--- src/rtl/hs_tx_ctrl_if.sv ---
// Handshake bundle between the local producer, hs_tx_ctrl and the remote receiver.
// The slave modport is the controller's view; the master modport is the environment's.
interface hs_tx_ctrl_if #(
    parameter int BUS_WIDTH = 8
);
    logic [BUS_WIDTH-1:0] IN_DATA;
    logic                 IN_VALID;
    logic                 IN_READY;
    logic [BUS_WIDTH-1:0] OUT_DATA;
    logic                 OUT_REQ;
    logic                 ACK_ASYNC;
    logic                 BUSY;
    logic                 DONE;
    logic                 TIMEOUT_ERR;

    modport slave (
        input  IN_DATA, IN_VALID, ACK_ASYNC,
        output IN_READY, OUT_DATA, OUT_REQ, BUSY, DONE, TIMEOUT_ERR
    );

    modport master (
        output IN_DATA, IN_VALID, ACK_ASYNC,
        input  IN_READY, OUT_DATA, OUT_REQ, BUSY, DONE, TIMEOUT_ERR
    );
endinterface

--- src/rtl/hs_tx_ctrl.sv ---
// Source side of a 4-phase req/ack crossing: captures one producer word, holds it on
// OUT_DATA and sequences OUT_REQ against a locally synchronized remote acknowledge.
module hs_tx_ctrl #(
    parameter int BUS_WIDTH  = 8,
    parameter int NUM_STAGES = 2,
    parameter int TIMEOUT    = 255,
    parameter int CNT_WIDTH  = 8
) (
    input  logic         CLK,
    input  logic         RST,
    hs_tx_ctrl_if.slave  bus
);
    typedef enum logic [1:0] {IDLE, REQ_HI, ACK_LO} state_t;

    localparam logic [CNT_WIDTH-1:0] TO_LAST = CNT_WIDTH'((TIMEOUT == 0) ? 0 : TIMEOUT - 1);

    state_t                state;
    logic [NUM_STAGES-1:0] ack_pipe;
    logic                  ack_sync;
    logic [CNT_WIDTH-1:0]  cnt;
    logic [BUS_WIDTH-1:0]  out_data;
    logic                  out_req;
    logic                  done;
    logic                  tmo_err;
    logic                  timed_out;
    logic                  in_ready;

    always_ff @(posedge CLK or negedge RST) begin
        if (!RST) ack_pipe <= '0;
        else      ack_pipe <= {ack_pipe[NUM_STAGES-2:0], bus.ACK_ASYNC};
    end

    assign ack_sync = ack_pipe[NUM_STAGES-1];
    // A stale high acknowledge from the previous transfer must clear before a new word is taken.
    assign in_ready = (state == IDLE) && !ack_sync;

    always_ff @(posedge CLK or negedge RST) begin
        if (!RST) begin
            state     <= IDLE;
            cnt       <= '0;
            out_data  <= '0;
            out_req   <= 1'b0;
            done      <= 1'b0;
            tmo_err   <= 1'b0;
            timed_out <= 1'b0;
        end else begin
            done    <= 1'b0;
            tmo_err <= 1'b0;
            case (state)
                IDLE: begin
                    if (bus.IN_VALID && in_ready) begin
                        out_data <= bus.IN_DATA;
                        out_req  <= 1'b1;
                        cnt      <= '0;
                        state    <= REQ_HI;
                    end
                end
                REQ_HI: begin
                    if (ack_sync) begin
                        out_req   <= 1'b0;
                        timed_out <= 1'b0;
                        state     <= ACK_LO;
                    end else if (TIMEOUT != 0 && cnt == TO_LAST) begin
                        out_req   <= 1'b0;
                        tmo_err   <= 1'b1;
                        timed_out <= 1'b1;
                        state     <= ACK_LO;
                    end else if (cnt != '1) begin
                        cnt <= cnt + 1'b1;
                    end
                end
                ACK_LO: begin
                    // Wait out the remote's ack release even after an abort; no timeout here.
                    if (!ack_sync) begin
                        done  <= !timed_out;
                        state <= IDLE;
                    end
                end
                default: state <= IDLE;
            endcase
        end
    end

    assign bus.IN_READY    = in_ready;
    assign bus.BUSY        = (state != IDLE);
    assign bus.OUT_DATA    = out_data;
    assign bus.OUT_REQ     = out_req;
    assign bus.DONE        = done;
    assign bus.TIMEOUT_ERR = tmo_err;
endmodule
--- src/flat_wrapper.sv ---
// flat-port wrapper written by rule: the top's interface ports become plain ports
module hs_tx_ctrl_flat 
#(
    parameter int BUS_WIDTH  = 8,
    parameter int NUM_STAGES = 2,
    parameter int TIMEOUT    = 255,
    parameter int CNT_WIDTH  = 8
)
  (CLK, RST, bus_IN_DATA, bus_IN_VALID, bus_ACK_ASYNC, bus_IN_READY, bus_OUT_DATA, bus_OUT_REQ, bus_BUSY, bus_DONE, bus_TIMEOUT_ERR);
  hs_tx_ctrl_if #(.BUS_WIDTH(BUS_WIDTH)) bus_i ();
  input  logic CLK;
  input  logic RST;
  input wire logic [$bits(bus_i.IN_DATA)-1:0] bus_IN_DATA;
  input wire logic [$bits(bus_i.IN_VALID)-1:0] bus_IN_VALID;
  input wire logic [$bits(bus_i.ACK_ASYNC)-1:0] bus_ACK_ASYNC;
  output wire logic [$bits(bus_i.IN_READY)-1:0] bus_IN_READY;
  output wire logic [$bits(bus_i.OUT_DATA)-1:0] bus_OUT_DATA;
  output wire logic [$bits(bus_i.OUT_REQ)-1:0] bus_OUT_REQ;
  output wire logic [$bits(bus_i.BUSY)-1:0] bus_BUSY;
  output wire logic [$bits(bus_i.DONE)-1:0] bus_DONE;
  output wire logic [$bits(bus_i.TIMEOUT_ERR)-1:0] bus_TIMEOUT_ERR;
  assign bus_i.IN_DATA = bus_IN_DATA;
  assign bus_i.IN_VALID = bus_IN_VALID;
  assign bus_i.ACK_ASYNC = bus_ACK_ASYNC;
  assign bus_IN_READY = bus_i.IN_READY;
  assign bus_OUT_DATA = bus_i.OUT_DATA;
  assign bus_OUT_REQ = bus_i.OUT_REQ;
  assign bus_BUSY = bus_i.BUSY;
  assign bus_DONE = bus_i.DONE;
  assign bus_TIMEOUT_ERR = bus_i.TIMEOUT_ERR;
  hs_tx_ctrl #(.BUS_WIDTH(BUS_WIDTH), .NUM_STAGES(NUM_STAGES), .TIMEOUT(TIMEOUT), .CNT_WIDTH(CNT_WIDTH)) u_core (.CLK(CLK), .RST(RST), .bus(bus_i));
endmodule
--- config.mk ---
export PLATFORM = sky130hd
export DESIGN_NAME = hs_tx_ctrl_flat
export DESIGN_NICKNAME = d
export VERILOG_FILES = /design/src/rtl/hs_tx_ctrl_if.sv /design/src/rtl/hs_tx_ctrl.sv /design/src/flat_wrapper.sv
export SDC_FILE = /design/constraint.sdc
export NUM_CORES = 1
export LEC_CHECK = 0
export ABC_AREA = 0
export CAP_MARGIN = 10
export CELL_PAD_IN_SITES_DETAIL_PLACEMENT = 2
export CELL_PAD_IN_SITES_GLOBAL_PLACEMENT = 2
export CORE_UTILIZATION = 34
export DETAILED_ROUTE_END_ITERATION = 10
export PLACE_DENSITY = 0.87
export SLEW_MARGIN = 20
export SYNTH_ARGS = -nofsm -noshare
export SYNTH_HDL_FRONTEND = slang
export SYNTH_SLANG_ARGS = --single-unit
--- constraint.sdc ---
create_clock -name CLK -period 4.38 [get_ports CLK]
set_input_delay 0.876 -clock CLK [delete_from_list [all_inputs] [get_ports CLK]]
set_output_delay 0.876 -clock CLK [all_outputs]
set_load 0.02 [all_outputs]
==> run_results.csv <==
group,metric,value,unit
run,maxCapViolations,0,
yosys,synth.distinct_cells,38,
route,drt-total-wl,3.18,mm
global_route,use_met1,0.211,
route,vias,966,
global_route,grt_use_met3,0.0469,
worst_setup_path,slowest_delay,620,ps
clock_network,clock_path_buffers,2,
place,place_hpwl,2.42,mm
yosys,async_flop_share,1.00,
global_route,grt_first_pass_wirelength,5.33,mm
cells_and_area,final_common_cell,"dfrtp_1",
yosys,netlist_area,1170,um^2
hold_path,hold_path.class,"register to register",
cells_and_area,final_cell_mix,"dfrtp_1, clkdlybuf4s50_1, mux2_2",
floorplanning,start_util,0.370,
timing,drv_slew,0,
floorplanning,core_region_area,3150,um^2
yosys,synth_warnings,0,
pwr,ir_drop,0.251,mV
worst_setup_path,cp_max_fo,14,
route,vias_per_cell,5.72,
worst_setup_path,critPathKind,"register to output port",
floorplanning,pin_count,25,
cells_and_area,antenna_cells,0,
clock_network,cts_made_buffers,3,
cells_and_area,final_util,0.458,
cells_and_area,final_layout_size_suffix_gt1_frac,0.144,
global_route,grt_busiest_layer,"met2",
worst_setup_path,path_buf_inv,1,
worst_setup_path,cp.arrival,1950,ps
worst_setup_path,cp-end-kind,"output port",
clock_network,cts_tree,"done",
timing,relSlewSlack,0.471,
global_route,grt_max_degree,25,
outcome,status,"complete, no violations",
timing,fin_ws,1550,ps
clock_network,h-tree-depth,1,
clock_network,clk_latency,330,ps
timing,layout_min_cycle_time,2830,ps
clock_network,cts_hold_buf,0,
timing,setup_violations,0,
pwr,p_leak,0.617,nW
place,port_buffers,24,
clock_network,cts_sinks,24,
place,preCtsSetupSlack,1590,ps
timing,worst_pin_slew,792,ps
worst_setup_path,crit_slowest_cell,"clkdlybuf4s50_1",
yosys,synth-seq-cells,24,
route,antenna_left,0,
floorplanning,die_h,60.6,um
timing,period_share,0.646,
timing,fmax,354,MHz
floorplanning,placementRows,20,
yosys,synth_seq_area_share,0.515,
timing,fin_skew,11.2,ps
cells_and_area,finalNonFillerCells,169,
place,placed_cells,166,
yosys,syn_avg_cell_area,11.3,um^2
place,gp_congestion,0.751,
global_route,grt-ovfl-total,0,
yosys,synth_nets,117,
global_route,globalRouteTotalUtil,0.201,
timing,hold_viol_final,0,
global_route,antenna_found_initial,0,
yosys,synth_edf_count,0,
clock_network,cts_root_buf,"clkbuf_4",
worst_setup_path,crit_family,"buffers and inverters",
route,wl_per_cell,18.8,um
cells_and_area,final.fill_count,343,
yosys,synth_flop_cell,"dfrtp_1",
clock_network,postCtsSetupRepairBufs,0,
global_route,grt_pass1_vias,1097,
worst_setup_path,cp.required,3500,ps
worst_setup_path,crit_chain,"or2_2 > nor2_1 > clkdlybuf4s50_1",
clock_network,clk_pin_slew,140,ps
timing,finalSetupTns,0,ps
worst_setup_path,critPathLaunchType,"register",
cells_and_area,nNetsFinal,141,
route,drc,0,
floorplanning,die_w,60.6,um
global_route,grt_use_met2,0.386,
timing,grt_setup_unrepaired,"no",
route,drt-pass1-iter-count,4,
clock_network,cts_resized,0,
floorplanning,dieArea,3670,um^2
cells_and_area,layout-area-overhead-vs-synth,23.7,%
yosys,postSynthCellCount,103,
pwr,p_per_area,447,nW/um^2
route,first_iter_violations,39,
[stage by stage]
stage / cell area (um^2) / hold slack (ps) / power [mW]
final: 1440 / 374 / 0.644
after global routing: 1440 / 399 / 0.682
after CTS: 1450 / 373 / 0.654
after detailed placement: 1430 / 340 / 0.552
after global placement: 1430 / 332 / 0.536
after floorplan: 1170 / 331 / 0.433
[power by group]
| group | switching (mW) | total [mW] | internal, mW |
|---|---|---|---|
| logic | 0.117 | 0.235 | 0.118 |
| clock network | 0.0696 | 0.102 | 0.0323 |
| registers | 0.0434 | 0.308 | 0.264 |
| total | 0.230 | 0.644 | 0.415 |
[sequential cells by signal, indices dropped and copies added (netlist names)]
signal	cells
u_core.bus.DONE	1
u_core.state	2
u_core.bus.OUT_REQ	1
u_core.bus.OUT_DATA	8
u_core.cnt	8
u_core.ack_pipe	2
u_core.bus.TIMEOUT_ERR	1
u_core.timed_out	1
[Yosys cell counts, types with 3 or more instances]
cell,count,area (um^2)
dfrtp_1,24,601
nand3_1,3,15.0
nor2_1,7,26.3
nand2_1,4,15.0
a211o_1,4,35.0
a31oi_1,4,25.0
a22o_1,3,26.3
inv_1,3,11.3
a21oi_1,3,15.0
nor2b_1,3,18.8
mux2_2,8,90.1
[path summary, 6_finish.rpt]
check	to	slack [ps]	cells past startpoint	start
max reg2reg	u_core.bus.OUT_DATA[1]	2310	3	u_core.state[1]
max in group asynchronous	u_core.state[1]	3500	1	RST
min	u_core.ack_pipe[1]	370	0	u_core.ack_pipe[0]
max	bus_IN_READY	1550	3	u_core.state[1]
min reg2reg	u_core.ack_pipe[1]	370	0	u_core.ack_pipe[0]
min in group asynchronous	u_core.cnt[4]	510	1	RST
[layout make-up]
| class | instances | area (um^2) | area share |
|---|---|---|---|
| multi-input combinational | 71 | 518 | 0.359 |
| inverter | 3 | 11.3 | 0.00781 |
| tap | 44 | 55.1 | 0.0382 |
| timing repair buffer | 24 | 235 | 0.163 |
| clock buffer | 3 | 22.5 | 0.0156 |
| sequential | 24 | 601 | 0.416 |
[per-layer routing]
| metal | routed length (um) | vias up |
|---|---|---|
| li1 | - | 432 |
| met1 | 1290 | 503 |
| met2 | 1730 | 23 |
| met3 | 101 | 8 |
| met4 | 56 | 0 |
| met5 | 0 | - |
[worst reg2reg max path, delay by kind of cell (launching register included)]
kind             cells  cell delay [ps]
multiplexers         1              420
AND/OR/NAND/NOR      2             1000
flip-flops           1              560
[kinds of logic after synthesis]
group                    synth area share
multiplexers                       0.0773
flip-flops                          0.515
adder cells (fa/ha/maj)            0.0215
AND/OR/NAND/NOR                     0.175
buffers and inverters              0.0408
AO/OA/AOI/OAI                       0.171
(Power assumes the default switching activity.)
